File: config.mk
export PLATFORM = sky130hd
export DESIGN_NAME = canvas_streamer
export DESIGN_NICKNAME = d
export VERILOG_FILES = /design/src/rtl/canvas_streamer.sv
export SDC_FILE = /design/constraint.sdc
export NUM_CORES = 2
export LEC_CHECK = 0
export ABC_AREA = 1
export CAP_MARGIN = 5
export CORE_MARGIN = 4
export CORE_UTILIZATION = 50
export DETAILED_ROUTE_END_ITERATION = 12
export PLACE_DENSITY_LB_ADDON = 0.25
export SLEW_MARGIN = 20
export SYNTH_ARGS = -nofsm -noshare
export SYNTH_HDL_FRONTEND = slang
export SYNTH_SLANG_ARGS = --single-unit
export TNS_END_PERCENT = 100
File: constraint.sdc
create_clock -name clkVga -period 10.8 [get_ports clkVga]
set_input_delay 1.62 -clock clkVga [delete_from_list [all_inputs] [get_ports clkVga]]
set_output_delay 1.62 -clock clkVga [all_outputs]
set_load 0.02 [all_outputs]
File: src/rtl/canvas_streamer.sv
// canvas_streamer: 32x32 one-bit drawing canvas with a paint port, a registered
// display read port, and a valid/ready stream of the centred 28x28 crop.
module canvas_streamer (
  input  logic       clkVga,
  input  logic       iRstN,
  input  logic       iPaintEn,
  input  logic [4:0] iPaintX,
  input  logic [4:0] iPaintY,
  input  logic       iClear,
  input  logic [4:0] iRdX,
  input  logic [4:0] iRdY,
  output logic       oRdPix,
  input  logic       iStart,
  output logic [7:0] oData,
  output logic       oValid,
  input  logic       iReady,
  output logic       oLast,
  output logic       oBusy,
  output logic       oDone
);

  localparam int unsigned C_DIM   = 32;
  localparam int unsigned C_CROP  = 28;
  localparam int unsigned C_OFF   = 2;
  localparam int unsigned AW      = 10;
  localparam int unsigned CW      = 5;
  localparam logic [7:0]  C_ON_VAL = 8'hFF;

  typedef enum logic [1:0] {
    ST_CLEAR,
    ST_IDLE,
    ST_STREAM,
    ST_DONE
  } state_t;

  // Canvas storage; contents are only ever defined by the clear sweep.
  logic mem [C_DIM*C_DIM];

  state_t          state_q, state_d;
  logic [AW-1:0]   clr_cnt_q, clr_cnt_d;
  logic [CW-1:0]   cx_q, cx_d;
  logic [CW-1:0]   cy_q, cy_d;
  logic            valid_d, last_d, done_d, busy_d;
  logic [7:0]      data_d;

  logic            we_c;
  logic [AW-1:0]   waddr_c;
  logic            wdata_c;

  // Canvas address of crop pixel (cx, cy).
  function automatic logic [AW-1:0] crop_addr(input logic [CW-1:0] cx,
                                              input logic [CW-1:0] cy);
    return {cy + CW'(C_OFF), cx + CW'(C_OFF)};
  endfunction

  // State, counters and registered stream outputs.
  always_ff @(posedge clkVga or negedge iRstN) begin
    if (!iRstN) begin
      state_q   <= ST_CLEAR;
      clr_cnt_q <= '0;
      cx_q      <= '0;
      cy_q      <= '0;
      oValid    <= 1'b0;
      oLast     <= 1'b0;
      oDone     <= 1'b0;
      oData     <= 8'h00;
      oBusy     <= 1'b1;
    end else begin
      state_q   <= state_d;
      clr_cnt_q <= clr_cnt_d;
      cx_q      <= cx_d;
      cy_q      <= cy_d;
      oValid    <= valid_d;
      oLast     <= last_d;
      oDone     <= done_d;
      oData     <= data_d;
      oBusy     <= busy_d;
    end
  end

  // Next state, canvas write port and next stream beat (prefetched on transfer).
  always_comb begin
    state_d   = state_q;
    clr_cnt_d = clr_cnt_q;
    cx_d      = cx_q;
    cy_d      = cy_q;
    valid_d   = oValid;
    last_d    = oLast;
    done_d    = 1'b0;
    data_d    = oData;
    we_c      = 1'b0;
    waddr_c   = '0;
    wdata_c   = 1'b0;

    case (state_q)
      ST_CLEAR: begin
        we_c      = 1'b1;
        waddr_c   = clr_cnt_q;
        wdata_c   = 1'b0;
        clr_cnt_d = clr_cnt_q + AW'(1);
        if (clr_cnt_q == AW'(C_DIM*C_DIM-1)) begin
          state_d = ST_IDLE;
        end
      end
      ST_IDLE: begin
        if (iPaintEn) begin
          we_c    = 1'b1;
          waddr_c = {iPaintY, iPaintX};
          wdata_c = 1'b1;
        end
        if (iClear) begin
          state_d   = ST_CLEAR;
          clr_cnt_d = '0;
        end else if (iStart) begin
          state_d = ST_STREAM;
          cx_d    = '0;
          cy_d    = '0;
          valid_d = 1'b1;
          last_d  = 1'b0;
          data_d  = mem[crop_addr('0, '0)] ? C_ON_VAL : 8'h00;
        end
      end
      ST_STREAM: begin
        if (oValid && iReady) begin
          if (oLast) begin
            state_d = ST_DONE;
            valid_d = 1'b0;
            last_d  = 1'b0;
            done_d  = 1'b1;
            data_d  = 8'h00;
          end else begin
            if (cx_q == CW'(C_CROP-1)) begin
              cx_d = '0;
              cy_d = cy_q + CW'(1);
            end else begin
              cx_d = cx_q + CW'(1);
            end
            valid_d = 1'b1;
            last_d  = (cx_d == CW'(C_CROP-1)) && (cy_d == CW'(C_CROP-1));
            data_d  = mem[crop_addr(cx_d, cy_d)] ? C_ON_VAL : 8'h00;
          end
        end
      end
      ST_DONE: begin
        state_d = ST_IDLE;
      end
      default: begin
        state_d = ST_CLEAR;
      end
    endcase

    busy_d = (state_d == ST_CLEAR) || (state_d == ST_STREAM);
  end

  // Single canvas write port (clear sweep or paint).
  always_ff @(posedge clkVga) begin
    if (we_c) begin
      mem[waddr_c] <= wdata_c;
    end
  end

  // Display read port; a same-cycle write is not forwarded.
  always_ff @(posedge clkVga or negedge iRstN) begin
    if (!iRstN) begin
      oRdPix <= 1'b0;
    end else begin
      oRdPix <= mem[{iRdY, iRdX}];
    end
  end

endmodule

==> impl_results.md <==
- Status: completed
- Via count: 53900
- Clock tree sinks: 1052
- FILL cells: 10600
- Cell Area, Synth: 58000 µm²
- Sequential share of power: 28.1%
- Initial antenna violation count: 5
- Cell with the most instances after synthesis: nand2_1
- Post-layout net count: 6839
- Post-DP HPWL: 113000 µm
- Layout cells sized above 1: 5.47%
- Sw Ratio: 47.5%
- Area leader, netlist: edfxtp_1
- WP data required: 11.46 ns
- Die Area: 122000 µm²
- Psw: 7.72 mW
- Critical path type: reg2reg
- Flop2flop setup slack: 3.85 ns
- Via density: 6.39
- Tot Pwr: 16.3 mW
- CTS clock-pin slew for the worst setup and hold paths: 0.07 ns
- Share of the synthesized area in the top cell type: 53.0%
- GPL Wtd Cong: 0.927
- Async S/R FF share, synth: 2.66%
- Final hold vios: 0
- GRT Overall Usage: 34.9%
- EDFF count, synth: 1024
- Combinational share of power: 47.6%
- Post-synth top flop: edfxtp_1
- Die W: 349 µm
- Max Transition Viols Final: 0
- Avg Inst Size Synth: 8.09 µm²
- Clock power frac: 24.3%
- WL/cell: 25.9 µm
- Post-synth top cells: nand2_1, nor2_1, edfxtp_1, nand3_1, o21ai_0
- FP Rows: 124
- Setup TNS: 0 ns
- Total gr overflow: 0
- Leak: 22.7 nW
- CTS Buf Count: 115
- Worst EP arrival: 7.62 ns
- # H-tree levels: 3
- Die height: 349 µm
- Fin crit period: 6.95 ns
- Crit share post-route: 64.4%
- Reg2reg end: oData[6]
- Drt total wl: 218000 µm
- First-pass GRT wire length: 319000 µm
- Total number of yosys warnings: 0
- Internal power: 8.55 mW
- Area delta synth->final: 7.63%
- IO buf count: 38
- Final hold slack: 0.533 ns
- Fmax: 0.144 GHz
- Vias in the first global route: 50500
- Longest Clk Path Bufs: 3
- Starting DRT DRC Count: 8555
- Worst-Margin Slew: 1.11 ns
- Worst-Skew Late Latency: 0.74 ns
- Cells after synthesis: 7169
- Post-CTS Hold Buffers: 0
- Worst reg2reg startpoint: cx_q[0]
- Unrepaired setup endpoints after global routing: false
- Residual DRC count: 0
- Crit path capture type: register
- Core area: 115000 µm²
- Syn Nets: 7200
- First-pass DRT Iterations: 7
- Clock Skews: 0.0226 ns
- Peak VDD IR: 354 µV
- CTS tree: built
- Distinct cells, synth: 45
- Post-CTS Setup Bufs: 0
- Max-Cap Viols: 0
- Setup crit start: cx_q[0]
- Starting Density: 50.5%
- Final antenna-violating net count: 0
- Type of origin of the critical path: register
- Final setup viols: 0
- Slew headroom: 26.2%
- Pwr dens: 261 nW/µm²
- Post-synthesis sequential area ratio: 54.2%
- Hold crit path type: reg2reg
- Cts repair resizes: 0
- Synth area leaders: edfxtp_1, nand2_1, nor2_1
- Largest net degree at the start of global routing: 224
- Root buf cell: clkbuf_16
- CP Max Fanout: 44
- FF-to-FF path depth: 20
- CP endpoint: oData[6]
- Flops & latches, synth: 1052
- Top-Level Pins: 39
-- worst min path at each step --
stage | startpoint | to | slack [ns] | depth (start not counted)
after floorplan | cy_q[4] | cy_q[4] | 0.47 | 2
after global placement | cy_q[4] | cy_q[4] | 0.50 | 2
after detailed placement | cy_q[4] | cy_q[4] | 0.51 | 2
after CTS | cy_q[4] | cy_q[4] | 0.52 | 2
after global routing | cy_q[4] | cy_q[4] | 0.57 | 2
final | cy_q[4] | cy_q[4] | 0.53 | 2
-- sequential cells by signal, summed over array words and instances (netlist names) --
| signal | cells |
|---|---|
| oBusy | 1 |
| cy_q | 5 |
| oRdPix | 1 |
| oData | 1 |
| clr_cnt_q | 10 |
| oDone | 1 |
| cx_q | 5 |
| state_q | 2 |
| oLast | 1 |
| oValid | 1 |
| mem | 1024 |
-- critical path, stage by stage, from the launching register on --
cell	delay [ns]
dfrtp_1	0.45
ha_1	0.28
nand2_1	0.16
inv_2	0.06
nand2_4	0.07
buf_4	0.73
nand3_2	0.79
inv_2	0.62
nand2_1	0.62
nand2_4	0.81
buf_4	0.81
nand3b_1	0.19
nand3_1	0.23
nand3_1	0.18
nand3_1	0.15
nand3_1	0.20
nand3_1	0.13
nand2_1	0.06
nand2_1	0.05
nand3_1	0.06
a21oi_1	0.14
-- power groups by stage --
stage	combinational [mW]	sequential (mW)	clock (mW)
after floorplan	4.55	4.66	0
after global routing	8.03	4.57	4.12
final	7.75	4.57	3.95
after global placement	7.22	4.65	0
after detailed placement	7.30	4.65	0
after CTS	7.33	4.57	3.95
-- layer usage --
metal / part of all wire [%] / track usage [%]
met1: 35 / 44.5
met2: 43 / 53.0
met4: 7.3 / 22.0
met5: 0.057 / 0.432
met3: 15 / 9.47
-- kinds of logic after synthesis --
group	count (synthesis)	synth area share, %
and+or+nand+nor	4048	28.5
AOI/OAI and AO/OA	1078	10.1
DFF	1052	54.2
buffers and inverters	980	6.99
xor gates and xnor gates	6	0.0906
adders and majority gates	5	0.108
-- placed cells by master (no fill, tap or decap), types with 12 or more instances in the layout --
master and instances:
nand3b_1 19, o211ai_1 62, nand4_1 13, o21ai_1 14, nand3_1 862, dfrtp_1 27
edfxtp_1 1024, o21ai_0 550, a21oi_1 264, clkinv_2 20, bufinv_16 12, nand2_1 1608
clkdlybuf4s50_1 33, buf_4 106, nand2_2 54, nor2_1 1447, clkbuf_1 35, inv_1 334
clkinv_1 26, o22ai_1 148, clkbuf_16 115, inv_2 12
-- cell type report --
| cell class | instances | area [µm²] | share of cell area [%] |
|---|---|---|---|
| clock buffer | 150 | 3010 | 4.82 |
| sequential | 1052 | 31500 | 50.4 |
| timing repair buffer | 148 | 1280 | 2.05 |
| clock inverter | 65 | 678 | 1.09 |
| multi-input combinational | 5137 | 22700 | 36.4 |
| inverter | 354 | 1370 | 2.19 |
| antenna | 3 | 7.51 | 0.0120 |
| tap | 1512 | 1890 | 3.03 |
-- through the flow --
step | worst slack, ns | cells | cell area (µm²) | util, %
floorplan | 0.728 | 7169 | 58000 | -
global placement | 4.46 | 8202 | 58600 | 51.0
detailed placement | 4.41 | 8203 | 58700 | 51.1
CTS | 4.39 | 8418 | 62300 | 54.3
global route | 4.06 | 8418 | 62400 | 54.4
finish | 3.85 | 8421 | 62400 | 54.4
No activity file was read; power rests on OpenSTA's default activity.
